### src/rtl/tq_qp_divmod_pipe_pkg.sv
// Shared constants and helpers for the QP decomposer: defaults, H.264 chroma QP table,
// clip3 and an exact multiply-shift divide-by-6 for 8-bit operands.
package tq_qp_divmod_pipe_pkg;

    localparam int QP_MAX_DEF     = 51;
    localparam int QBITS_BASE_DEF = 15;
    localparam int CQP_TAB_LEN    = 22;

    // QPc for qPI = 30..51
    localparam logic [5:0] CQP_TAB [CQP_TAB_LEN] = '{
        6'd29, 6'd30, 6'd31, 6'd32, 6'd32, 6'd33, 6'd34, 6'd34, 6'd35, 6'd35, 6'd36,
        6'd36, 6'd37, 6'd37, 6'd37, 6'd38, 6'd38, 6'd38, 6'd39, 6'd39, 6'd39, 6'd39
    };

    function automatic int clip3(input int lo, input int hi, input int v);
        return (v < lo) ? lo : ((v > hi) ? hi : v);
    endfunction

    function automatic int chroma_map(input int qpi);
        return (qpi < 30) ? qpi : int'(CQP_TAB[5'(qpi - 30)]);
    endfunction

    // 171/1024 overshoots 1/6 by little enough to stay exact for x <= 509
    function automatic logic [7:0] div6(input logic [7:0] x);
        logic [17:0] p;
        p = 18'(x) * 18'd171;
        return 8'(p >> 10);
    endfunction

endpackage

### src/rtl/tq_qp_divmod_pipe_if.sv
// Valid/ready bundle of the QP decomposer; cqp_ofs_i exists only with TQ_CHROMA_QP_EN.
interface tq_qp_divmod_pipe_if
    import tq_qp_divmod_pipe_pkg::*;
#(
    parameter int N_CH       = 3,
    parameter int QP_W       = 6,
    parameter int QP_MAX     = QP_MAX_DEF,
    parameter int QBITS_BASE = QBITS_BASE_DEF
);
    localparam int DIV_W = $clog2(QP_MAX / 6 + 1);
    localparam int QB_W  = $clog2(QBITS_BASE + QP_MAX / 6 + 1);

    logic                         flush_i;
    logic                         in_valid_i;
    logic                         in_ready_o;
    logic [N_CH-1:0][QP_W-1:0]    qp_i;
`ifdef TQ_CHROMA_QP_EN
    logic signed [4:0]            cqp_ofs_i;
`endif
    logic                         out_valid_o;
    logic                         out_ready_i;
    logic [N_CH-1:0][DIV_W-1:0]   div_o;
    logic [N_CH-1:0][2:0]         mod_o;
    logic [N_CH-1:0][QB_W-1:0]    qbits_o;
    logic [N_CH-1:0]              clamp_o;

    modport master (
        output flush_i, in_valid_i, qp_i, out_ready_i,
        input  in_ready_o, out_valid_o, div_o, mod_o, qbits_o, clamp_o
`ifdef TQ_CHROMA_QP_EN
        , output cqp_ofs_i
`endif
    );

    modport slave (
        input  flush_i, in_valid_i, qp_i, out_ready_i,
        output in_ready_o, out_valid_o, div_o, mod_o, qbits_o, clamp_o
`ifdef TQ_CHROMA_QP_EN
        , input cqp_ofs_i
`endif
    );

endinterface

### src/rtl/tq_qp_divmod_pipe_lane.sv
// One channel's combinational decompose: qc -> qc/6, qc%6, QBITS_BASE + qc/6.
module tq_qp_divmod_pipe_lane
    import tq_qp_divmod_pipe_pkg::*;
#(
    parameter int QP_W       = 6,
    parameter int DIV_W      = 4,
    parameter int QB_W       = 5,
    parameter int QBITS_BASE = QBITS_BASE_DEF
)(
    input  logic [QP_W-1:0]  qc,
    output logic [DIV_W-1:0] div,
    output logic [2:0]       mod,
    output logic [QB_W-1:0]  qbits
);
    logic [7:0] q8, d8, m8;

    always_comb begin
        q8 = 8'(qc);
        d8 = div6(q8);
        m8 = q8 - d8 * 8'd6;
    end

    assign div   = DIV_W'(d8);
    assign mod   = 3'(m8);
    assign qbits = QB_W'(QBITS_BASE) + QB_W'(d8);

endmodule

### src/rtl/tq_qp_divmod_pipe.sv
// Two-stage pipelined QP clamp/decompose (QP/6, QP%6, qbits) for N_CH channels.
// Optional chroma QP mapping in the capture stage with TQ_CHROMA_QP_EN.
module tq_qp_divmod_pipe
    import tq_qp_divmod_pipe_pkg::*;
#(
    parameter int N_CH       = 3,
    parameter int QP_W       = 6,
    parameter int QP_MAX     = QP_MAX_DEF,
    parameter int QBITS_BASE = QBITS_BASE_DEF
`ifdef TQ_CHROMA_QP_EN
    , parameter logic [N_CH-1:0] CHROMA_MASK = N_CH'(3'b110)
`endif
)(
    input  logic              clk,
    input  logic              rst,
    tq_qp_divmod_pipe_if.slave io
);
    localparam int DIV_W = $clog2(QP_MAX / 6 + 1);
    localparam int QB_W  = $clog2(QBITS_BASE + QP_MAX / 6 + 1);
    localparam logic [QP_W-1:0] QP_MAX_V = QP_W'(QP_MAX);

    logic s1_v, s2_v, s2_adv, s1_load, accept;
    logic [N_CH-1:0][QP_W-1:0]  qc_n, s1_qc;
    logic [N_CH-1:0]            clamp_n, s1_clamp, s2_clamp;
    logic [N_CH-1:0][DIV_W-1:0] lane_div, s2_div;
    logic [N_CH-1:0][2:0]       lane_mod, s2_mod;
    logic [N_CH-1:0][QB_W-1:0]  lane_qbits, s2_qbits;

    assign s2_adv  = !s2_v || io.out_ready_i;
    assign s1_load = !s1_v || s2_adv;
    assign accept  = io.in_valid_i && s1_load && !io.flush_i;

    // clamp flag always reflects the raw QP, even when chroma mapping overrides qc
    always_comb begin
        for (int c = 0; c < N_CH; c++) begin
            clamp_n[c] = (io.qp_i[c] > QP_MAX_V);
            qc_n[c]    = clamp_n[c] ? QP_MAX_V : io.qp_i[c];
`ifdef TQ_CHROMA_QP_EN
            if (CHROMA_MASK[c])
                qc_n[c] = QP_W'(chroma_map(clip3(0, QP_MAX,
                                int'(io.qp_i[c]) + int'(io.cqp_ofs_i))));
`endif
        end
    end

    for (genvar c = 0; c < N_CH; c++) begin : g_lane
        tq_qp_divmod_pipe_lane #(
            .QP_W(QP_W), .DIV_W(DIV_W), .QB_W(QB_W), .QBITS_BASE(QBITS_BASE)
        ) u_lane (
            .qc(s1_qc[c]), .div(lane_div[c]), .mod(lane_mod[c]), .qbits(lane_qbits[c])
        );
    end

    always_ff @(posedge clk or posedge rst) begin
        if (rst) begin
            s1_v     <= 1'b0;
            s1_qc    <= '0;
            s1_clamp <= '0;
            s2_v     <= 1'b0;
            s2_div   <= '0;
            s2_mod   <= '0;
            s2_qbits <= '0;
            s2_clamp <= '0;
        end else begin
            if (io.flush_i)   s1_v <= 1'b0;
            else if (s1_load) s1_v <= io.in_valid_i;
            if (accept) begin
                s1_qc    <= qc_n;
                s1_clamp <= clamp_n;
            end
            if (io.flush_i)  s2_v <= 1'b0;
            else if (s2_adv) s2_v <= s1_v;
            if (s2_adv && s1_v) begin
                s2_div   <= lane_div;
                s2_mod   <= lane_mod;
                s2_qbits <= lane_qbits;
                s2_clamp <= s1_clamp;
            end
        end
    end

    assign io.in_ready_o  = s1_load;
    assign io.out_valid_o = s2_v;
    assign io.div_o       = s2_div;
    assign io.mod_o       = s2_mod;
    assign io.qbits_o     = s2_qbits;
    assign io.clamp_o     = s2_clamp;

endmodule
### src/flat_wrapper.sv
// flat-port wrapper written by rule: the top's interface ports become plain ports
module tq_qp_divmod_pipe_flat import tq_qp_divmod_pipe_pkg::*;
#(
    parameter int N_CH       = 3,
    parameter int QP_W       = 6,
    parameter int QP_MAX     = QP_MAX_DEF,
    parameter int QBITS_BASE = QBITS_BASE_DEF

)
  (clk, rst, io_flush_i, io_in_valid_i, io_qp_i, io_out_ready_i, io_in_ready_o, io_out_valid_o, io_div_o, io_mod_o, io_qbits_o, io_clamp_o);
  tq_qp_divmod_pipe_if #(.N_CH(N_CH), .QP_W(QP_W), .QP_MAX(QP_MAX), .QBITS_BASE(QBITS_BASE)) io_i ();
  input  logic clk;
  input  logic rst;
  input wire logic [$bits(io_i.flush_i)-1:0] io_flush_i;
  input wire logic [$bits(io_i.in_valid_i)-1:0] io_in_valid_i;
  input wire logic [$bits(io_i.qp_i)-1:0] io_qp_i;
  input wire logic [$bits(io_i.out_ready_i)-1:0] io_out_ready_i;
  output wire logic [$bits(io_i.in_ready_o)-1:0] io_in_ready_o;
  output wire logic [$bits(io_i.out_valid_o)-1:0] io_out_valid_o;
  output wire logic [$bits(io_i.div_o)-1:0] io_div_o;
  output wire logic [$bits(io_i.mod_o)-1:0] io_mod_o;
  output wire logic [$bits(io_i.qbits_o)-1:0] io_qbits_o;
  output wire logic [$bits(io_i.clamp_o)-1:0] io_clamp_o;
  assign io_i.flush_i = io_flush_i;
  assign io_i.in_valid_i = io_in_valid_i;
  assign io_i.qp_i = io_qp_i;
  assign io_i.out_ready_i = io_out_ready_i;
  assign io_in_ready_o = io_i.in_ready_o;
  assign io_out_valid_o = io_i.out_valid_o;
  assign io_div_o = io_i.div_o;
  assign io_mod_o = io_i.mod_o;
  assign io_qbits_o = io_i.qbits_o;
  assign io_clamp_o = io_i.clamp_o;
  tq_qp_divmod_pipe #(.N_CH(N_CH), .QP_W(QP_W), .QP_MAX(QP_MAX), .QBITS_BASE(QBITS_BASE)) u_core (.clk(clk), .rst(rst), .io(io_i));
endmodule
### config.mk
export PLATFORM = sky130hd
export DESIGN_NAME = tq_qp_divmod_pipe_flat
export DESIGN_NICKNAME = d
export VERILOG_FILES = /design/src/rtl/tq_qp_divmod_pipe_pkg.sv /design/src/rtl/tq_qp_divmod_pipe_if.sv /design/src/rtl/tq_qp_divmod_pipe_lane.sv /design/src/rtl/tq_qp_divmod_pipe.sv /design/src/flat_wrapper.sv
export SDC_FILE = /design/constraint.sdc
export NUM_CORES = 1
export LEC_CHECK = 0
export CORE_MARGIN = 2
export CORE_UTILIZATION = 57
export CTS_BUF_LIST = sky130_fd_sc_hd__clkbuf_4 sky130_fd_sc_hd__clkbuf_8
export CTS_CLUSTER_SIZE = 16
export DETAILED_ROUTE_END_ITERATION = 10
export PLACE_DENSITY = 0.87
export REMOVE_ABC_BUFFERS = 1
export SLEW_MARGIN = 5
export SYNTH_ARGS = -nofsm -noshare
export SYNTH_HDL_FRONTEND = slang
export SYNTH_SLANG_ARGS = --single-unit
### constraint.sdc
create_clock -name clk -period 5.2 [get_ports clk]
set_input_delay 0.78 -clock clk [delete_from_list [all_inputs] [get_ports clk]]
set_output_delay 0.78 -clock clk [all_outputs]
set_load 0.005 [all_outputs]
=== After elaboration in Yosys (flattened, before gate mapping) ===
Index checks and enable logic that the tools add are counted.

* Memory bits (read-only): 0
* Flip-flop bits (word level): 62
* Memory bits (writable): 0
* Memories: 0
* Latch bits: 0

* Div/mod/pow operators: 0
* Multipliers: 6
* Shifts and indexed selects: 0
* Muxes and demuxes: 7
* $lt $le $gt $ge: 3
* Bitwise logic cells: 0
* Reduce and logical (&&, ||, !) cells: 10
* Add/sub/neg operators: 6
* Eq/ne operators: 0

{| class="wikitable"
|+ Operators by type and width
! cell !! count
|-
| $mul A6 B8 Y14 const B || 3
|-
| $gt A6 B6 Y1 const B || 3
|-
| $mux W6 || 3
|-
| $add A4 B4 Y5 const A || 3
|-
| $mul A4 B2 Y2 const B || 3
|-
| $sub A3 B3 Y3 || 3
|-
| $mux W1 || 4
|-
| $reduce_bool A2 Y1 || 2
|-
| $logic_and A1 B1 Y1 || 3
|-
| $logic_not A1 Y1 || 3
|-
| $logic_or A1 B1 Y1 || 2
|}

=== Depth between registers and ports, before layout ===
* Depth in word-level cells: 5
* Mapped depth: 15
* Gate-level depth less buffers: 15

=== Hierarchy ===
A second synthesis with hierarchy kept.

* Cell total of the unflattened synthesis: 421
* Area, all modules: 4885.9 um^2

{| class="wikitable"
|+ Modules (own cells, without submodules)
! module !! cells each !! area each (um^2) !! times used
|-
| tq_qp_divmod_pipe || 156 || 2451.1 || 1
|-
| tq_qp_divmod_pipe_lane at u_core.g_lane[0].u_lane || 89 || 838.3 || 1
|-
| tq_qp_divmod_pipe_lane at u_core.g_lane[1].u_lane || 88 || 822.0 || 1
|-
| tq_qp_divmod_pipe_lane at u_core.g_lane[2].u_lane || 88 || 774.5 || 1
|}

=== Worst setup path after synthesis ===
OpenSTA, ideal clock, no wires.

* Kind: reg-to-reg
* Start: reg u_core.s1_qc[15] (netlist name)
* End: reg u_core.s2_mod, in the netlist u_core.io.mod_o[8]
* Library setup time: 133 ps
* Stages on the path, launching flop included: 14
* Arrival: 3582 ps
* Period minus slack after synthesis: 3716 ps
* Path buffers: 0
* Path slack: 1484 ps
* Path through: dfrtp_1 -> ha_1 -> fa_1 -> fa_1 -> ha_1 -> a21o_1 -> a221o_1 -> a32oi_1 -> nor2b_1 -> xor2_1 -> ha_1 -> xor2_1 -> xnor2_1 -> o21ai_0

* Word-level cells in the longest chain between the ends: 3

{| class="wikitable"
|+ RTL lines
! what !! line !! text
|-
| from (decl) || tq_qp_divmod_pipe.sv:23 || <nowiki>logic [N_CH-1:0][QP_W-1:0] qc_n, s1_qc;</nowiki>
|-
| from (signal assigned) || tq_qp_divmod_pipe.sv:68 || <nowiki>s1_qc <= qc_n;</nowiki>
|-
| $mul A6 B8 Y14 || tq_qp_divmod_pipe_pkg.sv:26 || <nowiki>p = 18'(x) * 18'd171;</nowiki>
|-
| $mul A4 B2 Y2 || tq_qp_divmod_pipe_lane.sv:20 || <nowiki>m8 = q8 - d8 * 8'd6;</nowiki>
|-
| $sub A3 B3 Y3 || tq_qp_divmod_pipe_lane.sv:20 ||
|-
| to (signal assigned) || tq_qp_divmod_pipe.sv:75 || <nowiki>s2_mod <= lane_mod;</nowiki>
|-
| to (decl) || tq_qp_divmod_pipe.sv:26 || <nowiki>logic [N_CH-1:0][2:0] lane_mod, s2_mod;</nowiki>
|}

Every way passes these cells.
A chain may end at the register's enable or synchronous reset.

=== Final worst setup path ===
* Start: reg u_core.s1_qc[15] (netlist name)
* End: reg u_core.s2_mod, in the netlist u_core.io.mod_o[8]

* Word-level cells in the longest chain between the ends: 3

{| class="wikitable"
|+ RTL lines
! what !! line !! text
|-
| $mul A6 B8 Y14 || tq_qp_divmod_pipe_pkg.sv:26 ||
|-
| via u_core.g_lane[2].u_lane.div[0] || tq_qp_divmod_pipe_lane.sv:11 || <nowiki>output logic [DIV_W-1:0] div,</nowiki>
|-
| $mul A4 B2 Y2 || tq_qp_divmod_pipe_lane.sv:20 ||
|-
| $sub A3 B3 Y3 || tq_qp_divmod_pipe_lane.sv:20 ||
|}

The timed path passes the listed nets, and every way through them passes these cells.

==> out/qor.yml <==
critical_path:
  critical_path_class: "reg -> reg"
  start_kind: "flop"
  crit_slowest_cell: "fa_1"
  path_max_fanout: 4
  cp_data_arrival_time_ps: 4130
  worstPathCellList: "ha_1, fa_1, fa_1, ha_1, a21o_1, a221o_1, a41oi_1, xnor2_1, inv_1, ha_1, xor2_1, xnor2_1, o21ai_0"
  crit_top_cell: "ha_1"
  required_ps: 5370
  slowest_delay_ps: 490
  worstSetupEndpointType: "flop"
timing:
  rsz0062_at_grt: "false"
  slew_headroom_pct: 36.5
  tns_ps: 0
  final.min_clock_period_ps: 3960
  worst_pin_slew_ps: 953
  worst_slack_ps: 1240
  fmax_mhz: 253
  fin_worst_skew_ps: 5.99
  period_share_pct: 76.1
  report.final.slew_viol_count: 0
  finalSetupViolCount: 0
  hold_viol: 0
clock_tree:
  clk_pin_slew_worst_paths_ps: 60
  cts_tree: "done"
  cts_buffers: 9
  postCtsSetupBuffers: 0
  cts-hold-fix-buffers: 0
  cts.sinks: 62
  htree_levels: 3
  post_cts_resized: 0
  clock_latency_ps: 340
  root_buffer: "clkbuf_8"
  cts_buffer_depth: 2
layout:
  area_delta_synth_final_pct: 19.8
  final_area_um2: 5470
  drive_gt1_share_pct: 5.68
  nets: 641
  antenna_cells: 0
  fillCellCount: 555
floorplan:
  die_w_um: 93.5
  die_h_um: 93.5
  die_area_um2: 8740
  core_um2: 7730
  rows: 32
  io_pins: 64
  initial_core_util_pct: 59.1
pwr:
  p_sw_share_pct: 39.5
  p_seq_share_pct: 25.8
  p_leak_nw: 2.76
  clkPwrFrac_pct: 14.0
  ir_worst_vdd_v: 0.000300
  p_int_mw: 1.68
  combPwrFrac_pct: 60.2
  p_per_area_nw_per_um2: 507
  switchingPower_mw: 1.09
route:
  drc: 0
  wire_per_inst_um: 14.7
  drt-met1-wl_mm: 4.27
  drt_first_pass_iters: 4
  routed_wirelength_mm: 9.26
  top_layer: "met4"
  routed-wl-met3_um: 429
  vias_per_cell: 5.57
  drt.antenna.violating_nets: 0
  vias: 3512
  wl_met2_mm: 4.45
  first_iter_violations: 105
synthesis:
  ys_async_sr_fraction_pct: 100
  synthFlopType: "dfrtp_1"
  synth-seq-cells: 62
  synth_edf_count: 0
  synth.most_common_cell: "nand2_1"
  synth_top_area_cell: "dfrtp_1"
  synth_common_cells: "nand2_1 (89), ha_1 (78), dfrtp_1 (62)"
  synthTopCellsByArea: "dfrtp_1 (34%), ha_1 (21%), nand2_1 (7.3%)"
  synth.yosys.seq_area_share_pct: 34.0
  syn_area_per_cell_um2: 9.88
  syn-cell-area_um2: 4560
  synthDistinctLibCells: 53
  syn_inst: 462
  synth_top_area_share_pct: 34.0
  ys_warn_count: 0
placement:
  preCtsSetupSlack_ps: 1250
  place.gp.congestion: 0.888
  post-dp-hpwl_mm: 7.16
  placed_cell_area_um2: 5290
  port_buffers: 63
global_route:
  grt_max_degree: 63
  grt_pass1_vias: 3623
  antenna_found_initial: 0
  globalRouteOverflowTotal: 0
  track_usage_pct: 23.7
  grt_pass1_wl_mm: 16.4
min_path:
  hp-class: "reg -> reg"
run:
  maxCapViolCount: 0
outcome:
  run_status: "finished clean"
worst max-delay path, delay by kind of cell, from the launching register on:
family,cells,cell delay [ps]
compound gates,4,900
flops,1,420
xor+xnor,3,530
fa+ha+maj,5,1880
buf+inv,1,80
registers in the layout, summed over array words and instances (netlist names):
register and count:
u_core.io.div_o 12, u_core.io.clamp_o 3, u_core.s1_clamp 3, u_core.s1_v 1, u_core.s1_qc 18, u_core.io.mod_o 9
u_core.io.out_valid_o 1, u_core.io.qbits_o 15
metrics by stage:
stage | hold slack, ps | instances | util, % | power (mW)
6_report | 475 | 630 | 70.8 | 2.77
5_1_grt | 502 | 630 | 70.8 | 3.07
4_1_cts | 477 | 630 | 70.8 | 2.80
3_5_place_dp | 463 | 616 | 68.5 | 2.39
3_3_place_gp | 453 | 616 | 68.5 | 2.31
2_1_floorplan | 439 | 449 | - | 1.86
power groups by stage:
| stage | Clock (mW) | Sequential [mW] | Combinational [mW] |
|---|---|---|---|
| 3_5_place_dp | 0 | 0.726 | 1.66 |
| 5_1_grt | 0.420 | 0.735 | 1.91 |
| 6_report | 0.388 | 0.715 | 1.67 |
| 3_3_place_gp | 0 | 0.719 | 1.60 |
| 2_1_floorplan | 0 | 0.722 | 1.14 |
| 4_1_cts | 0.396 | 0.718 | 1.68 |
per-layer routing:
| layer | vias to the layer above | track usage [%] |
|---|---|---|
| met5 | - | 0 |
| met4 | 0 | 6.13 |
| met3 | 13 | 5.32 |
| met2 | 86 | 40.3 |
| met1 | 1672 | 30.6 |
| li1 | 1741 | - |
path summary, 6_finish.rpt:
kind	start	to	slack, ps	depth (start not counted)
setup / recovery	u_core.s1_qc[15]	u_core.io.mod_o[8]	1240	13
hold / removal	u_core.io.mod_o[3]	u_core.io.mod_o[3]	480	2
setup reg to reg	u_core.s1_qc[15]	u_core.io.mod_o[8]	1240	13
hold reg to reg	u_core.io.mod_o[3]	u_core.io.mod_o[3]	480	2
max in group asynchronous	rst	u_core.s1_qc[11]	3690	3
min in group asynchronous	rst	u_core.io.mod_o[0]	1010	3
cell usage in the layout (no fill, tap or decap), types with 5 or more instances in the layout:
cell type and instances:
fa_1 15, o21ai_0 19, clkdlybuf4s50_1 63, a21o_1 12, nor2b_1 5, clkbuf_8 12
nor2_1 21, and2_1 5, o21a_1 5, a21oi_1 12, xor2_1 16, dfrtp_1 62
a22o_1 7, inv_1 25, nand2_1 89, ha_1 78, o21ai_1 8, xnor2_1 11
cell families (layout without fill, tap and decap cells):
group	count (synthesis)	after routing	synth area share [%]
AND/OR/NAND/NOR	144	144	14.0
multiplexers	3	3	0.658
XOR/XNOR	28	28	5.54
AO/OA/AOI/OAI	93	93	14.7
adder cells (fa/ha/maj)	93	93	28.0
flip-flops	62	62	34.0
buffers and inverters	39	105	3.21
final cells by class:
type | instances | area [µm²] | share of cell area, %
clock inverter | 1 | 5.00 | 0.0915
sequential | 62 | 1550 | 28.4
timing repair buffer | 65 | 646 | 11.8
clock buffer | 13 | 173 | 3.16
multi-input combinational | 361 | 2870 | 52.5
inverter | 26 | 97.6 | 1.78
tap | 102 | 128 | 2.33
Note: power is estimated with default switching activity, not from simulation.
==> patch 1: new RTL, same flow settings <==
The package constant `QP_MAX_DEF` goes from 51 to 102.
--- a/src/rtl/tq_qp_divmod_pipe_pkg.sv
+++ b/src/rtl/tq_qp_divmod_pipe_pkg.sv
@@ -2,7 +2,7 @@
 // clip3 and an exact multiply-shift divide-by-6 for 8-bit operands.
 package tq_qp_divmod_pipe_pkg;
 
-    localparam int QP_MAX_DEF     = 51;
+    localparam int QP_MAX_DEF     = 102;
     localparam int QBITS_BASE_DEF = 15;
     localparam int CQP_TAB_LEN    = 22;
 
Interface: changed (resized io_div_o and io_qbits_o); port bits go from 64 to 70. The function was not compared with the original's and may differ.
==> patch 1 against the original RTL <==
  * Design area down 0.14%
  * Routed wire length up 10%
  * Setup slack better by 81 ps
  * Sequential cell count unchanged
  * Clock skew up 4.6 ps
  * Sequential share of layout area about the same
  * Global-route usage up 1.9 points
  * Total power down 8.0%
  * Combinational power down 16%
  * Synthesized area down 0.19%
==> patch 1: results <==
set metrics [dict create \
    status "complete, no violations" \
    ys_types 50 \
    ys_warn_count 0 \
    cp.arrival_ps 4090 \
    met1_usage_pct 31.9 \
    ir_drop_mv 0.236 \
    top_register "u_core.s1_qc" \
    placed_cells 631 \
    synth-seq-area-share_pct 34.1 \
    detailed_place_hpwl_mm 7.63 \
    grtUsageTotal_pct 25.6 \
    grt_pass1_vias 3849 \
    nNetsFinal 656 \
    post_dp_cell_area_mm2 0.00527 \
    synth_area_leaders "dfrtp_1 (34%), ha_1 (21%), nand2_1 (8.9%)" \
    gp_congestion 0.959 \
    vias 3636 \
    met2_usage_pct 44.4 \
    route.detailed.vias_per_inst 5.62 \
    fin_skew_ps 10.6 \
    first_pass_iters 5 \
    drive_above_1_share_pct 5.32 \
    routed-wl-met2_mm 5.17 \
    grt_first_pass_wirelength_mm 17.6 \
    drt-wirelength-per-cell_um 15.8 \
    drt_iter0_drc 199 \
    syn_avg_cell_area_um2 9.57 \
    wl_met1_mm 4.40 \
    synth_common_cells "nand2_1 (108), ha_1 (78), dfrtp_1 (62)" \
    wl_met3_um 405 \
    tightestPinTransition_ps 896 \
    power_leakage_uw 0.00282 \
    use_met3_pct 3.46 \
]
patch 1: through the flow:
step	util [%]	worst slack (ps)
final	70.7	1320
after detailed placement	68.2	1360
after floorplan	-	1520
after global placement	68.2	1470
after global routing	70.7	1100
after CTS	70.7	1340
patch 1: where the power goes:
part	switching (uW)	internal [uW]	total (uW)
registers	97.8	621	718
logic	692	711	1400
clock network	192	236	428
patch 1: worst max-delay path, cell delays in order, from the launching register on:
cell	delay (ps)
dfrtp_1	430
ha_1	380
fa_1	560
fa_1	430
ha_1	340
and3_2	200
a22o_1	180
a211o_1	290
xnor2_1	240
ha_1	300
xor2_1	190
xnor2_1	130
o21ai_0	80
patch 1: final timing paths:
path | start | end | slack (ps) | cells after the start
max | u_core.s1_qc[15] | u_core.io.mod_o[8] | 1320 | 12
min | u_core.s1_clamp[0] | u_core.s1_clamp[0] | 480 | 2
max reg2reg | u_core.s1_qc[15] | u_core.io.mod_o[8] | 1320 | 12
min reg2reg | u_core.s1_clamp[0] | u_core.s1_clamp[0] | 480 | 2
max in group asynchronous | rst | u_core.s1_qc[10] | 3710 | 3
min in group asynchronous | rst | u_core.io.qbits_o[13] | 970 | 3
patch 1: cell type report:
cell class | count | area, um^2
Inverter | 26 | 97.6
Clock inverter | 4 | 47.5
Tap cell | 102 | 128
Clock buffer | 12 | 146
Sequential cell | 62 | 1550
Fill cell | 573 | 2270
Multi-Input combinational cell | 375 | 2840
Timing Repair Buffer | 66 | 653
patch 1: cell families (layout without fill, tap and decap cells):
logic type,count (synthesis),after routing,synth area share [%]
AO/OA/AOI/OAI,84,84,12.1
XOR/XNOR,26,26,5.33
adder cells (fa/ha/maj),93,93,28.0
buffers and inverters,44,108,4.12
flip-flops,62,62,34.1
multiplexers,2,2,0.467
other,1,6,0.0823
AND/OR/NAND/NOR,164,164,15.9
==> patch 2: new RTL, same flow settings <==
Made on the original files. Reset style: synchronous (`rst`), changed in one clocked block.
--- a/src/rtl/tq_qp_divmod_pipe.sv
+++ b/src/rtl/tq_qp_divmod_pipe.sv
@@ -51,7 +51,7 @@
         );
     end
 
-    always_ff @(posedge clk or posedge rst) begin
+    always_ff @(posedge clk) begin
         if (rst) begin
             s1_v     <= 1'b0;
             s1_qc    <= '0;
Function: differs if rst is asserted again (counterexample within 4 cycles, from zero or initial values and one cycle with rst high); with rst held inactive, the same outputs for 10 cycles.
==> patch 2 against the original RTL <==
  * Setup slack worse by 40 ps
  * Routed wire length is 9.3% higher
  * Synthesized area is 3.0% lower
  * Sequential share of layout area is 5.1 points lower
  * Sequential cell count stayed put
  * Maximum frequency is 0.99% lower
  * Design area is 2.6% lower
  * Global-route usage is 1.7 points higher
Power is not compared: it rests on default switching activity, and its combinational part moved more than twofold at a synthesized area within 25%.
==> patch 2: results <==
set metrics [dict create \
    fin_skew_ps 7.23 \
    cts_buffers 9 \
    clk_pin_slew_ps 70 \
    synthFlopType "dfxtp_1" \
    syn_inst 492 \
    instances_no_fill 656 \
    synth_compound_area_share_pct 16.3 \
    multi_input_area_mm2 0.00302 \
    nFillCells 586 \
    synthAdderAreaFrac_pct 28.8 \
    grt_max_degree 64 \
    finalCriticalPeriod_ps 4000 \
    synthArstFlopShare_pct 0 \
    route.detailed.vias_per_inst 5.77 \
    cp.arrival_ps 4260 \
    crit_path_max_incr_delay_ps 500 \
    drt_iter0_drc 169 \
    reg2regPathDepth 14 \
    ys_types 52 \
    gp_congestion 0.960 \
    dp_slack_ps 1240 \
    hold_slack_ps 454 \
    min_to "u_core.io.mod_o[5]" \
    wl_mm 10.1 \
    muxShareOfSynthArea_pct 0.481 \
    power_leakage_uw 0.00244 \
    io_buffers 63 \
    grt_pass1_vias 3993 \
    grtUsageTotal_pct 25.4 \
    seq_area_share_pct 23.3 \
    first_pass_iters 5 \
    post_dp_cell_area_mm2 0.00512 \
    worstReg2RegStart "u_core.s1_qc[9]" \
    nMultiInputCombCells 384 \
    ctsRootBufferMaster "clkbuf_8" \
    nClkBuffers 12 \
    inverters 28 \
    final-nonclk-buf-share_pct 11.9 \
    synthXorXnorAreaFrac_pct 6.28 \
    nNetsFinal 665 \
    clkCellAreaFrac_pct 3.83 \
    fin_util_pct 70.0 \
    synth_area_leaders "dfxtp_1 (28%), ha_1 (22%), fa_1 (6.8%)" \
    tightestPinTransition_ps 1120 \
    status "complete, no violations" \
    postCtsSetupRepairBufs 0 \
    hp-start "u_core.io.mod_o[5]" \
    placed_cells 640 \
    synth-seq-area-share_pct 28.0 \
    seq_cell_count 62 \
    detailed_place_hpwl_mm 7.72 \
    drive_above_1_share_pct 5.78 \
    synth_common_cells "ha_1 (78), dfxtp_1 (62), nand2_1 (58)" \
    nNonClkBuffers 64 \
    ir_drop_mv 0.141 \
    grt_first_pass_wirelength_mm 17.5 \
    r2r-end "u_core.io.mod_o[5]" \
]
[patch 2: changes by cell type in the layout (fill, tap and decap cells not counted), sizes merged, moves of 11 or more]
cell	unedited run	this run
nor3	1	12
dfxtp	0	62
nor2	22	51
o21ai	27	9
dfrtp	62	0
a211oi	4	24
nand2	89	58
a21oi	13	36
[patch 2: power breakdown]
group	internal [uW]	leakage, uW	total, uW	switching [uW]
Sequential	497	0.000506	516	19.7
Clock	250	0.000110	438	187
Combinational	139	0.00182	294	155
[patch 2: routing by layer]
| metal | wire [um] | vias to the layer above | part of all wire (%) | GRT usage, % |
|---|---|---|---|---|
| met5 | 0 | - | 0 | 0 |
| met4 | 234 | 0 | 2.3 | 8.33 |
| met3 | 466 | 22 | 4.6 | 5.51 |
| met2 | 5180 | 112 | 51 | 46.6 |
| met1 | 4250 | 1797 | 42 | 29.3 |
| li1 | - | 1855 | - | - |
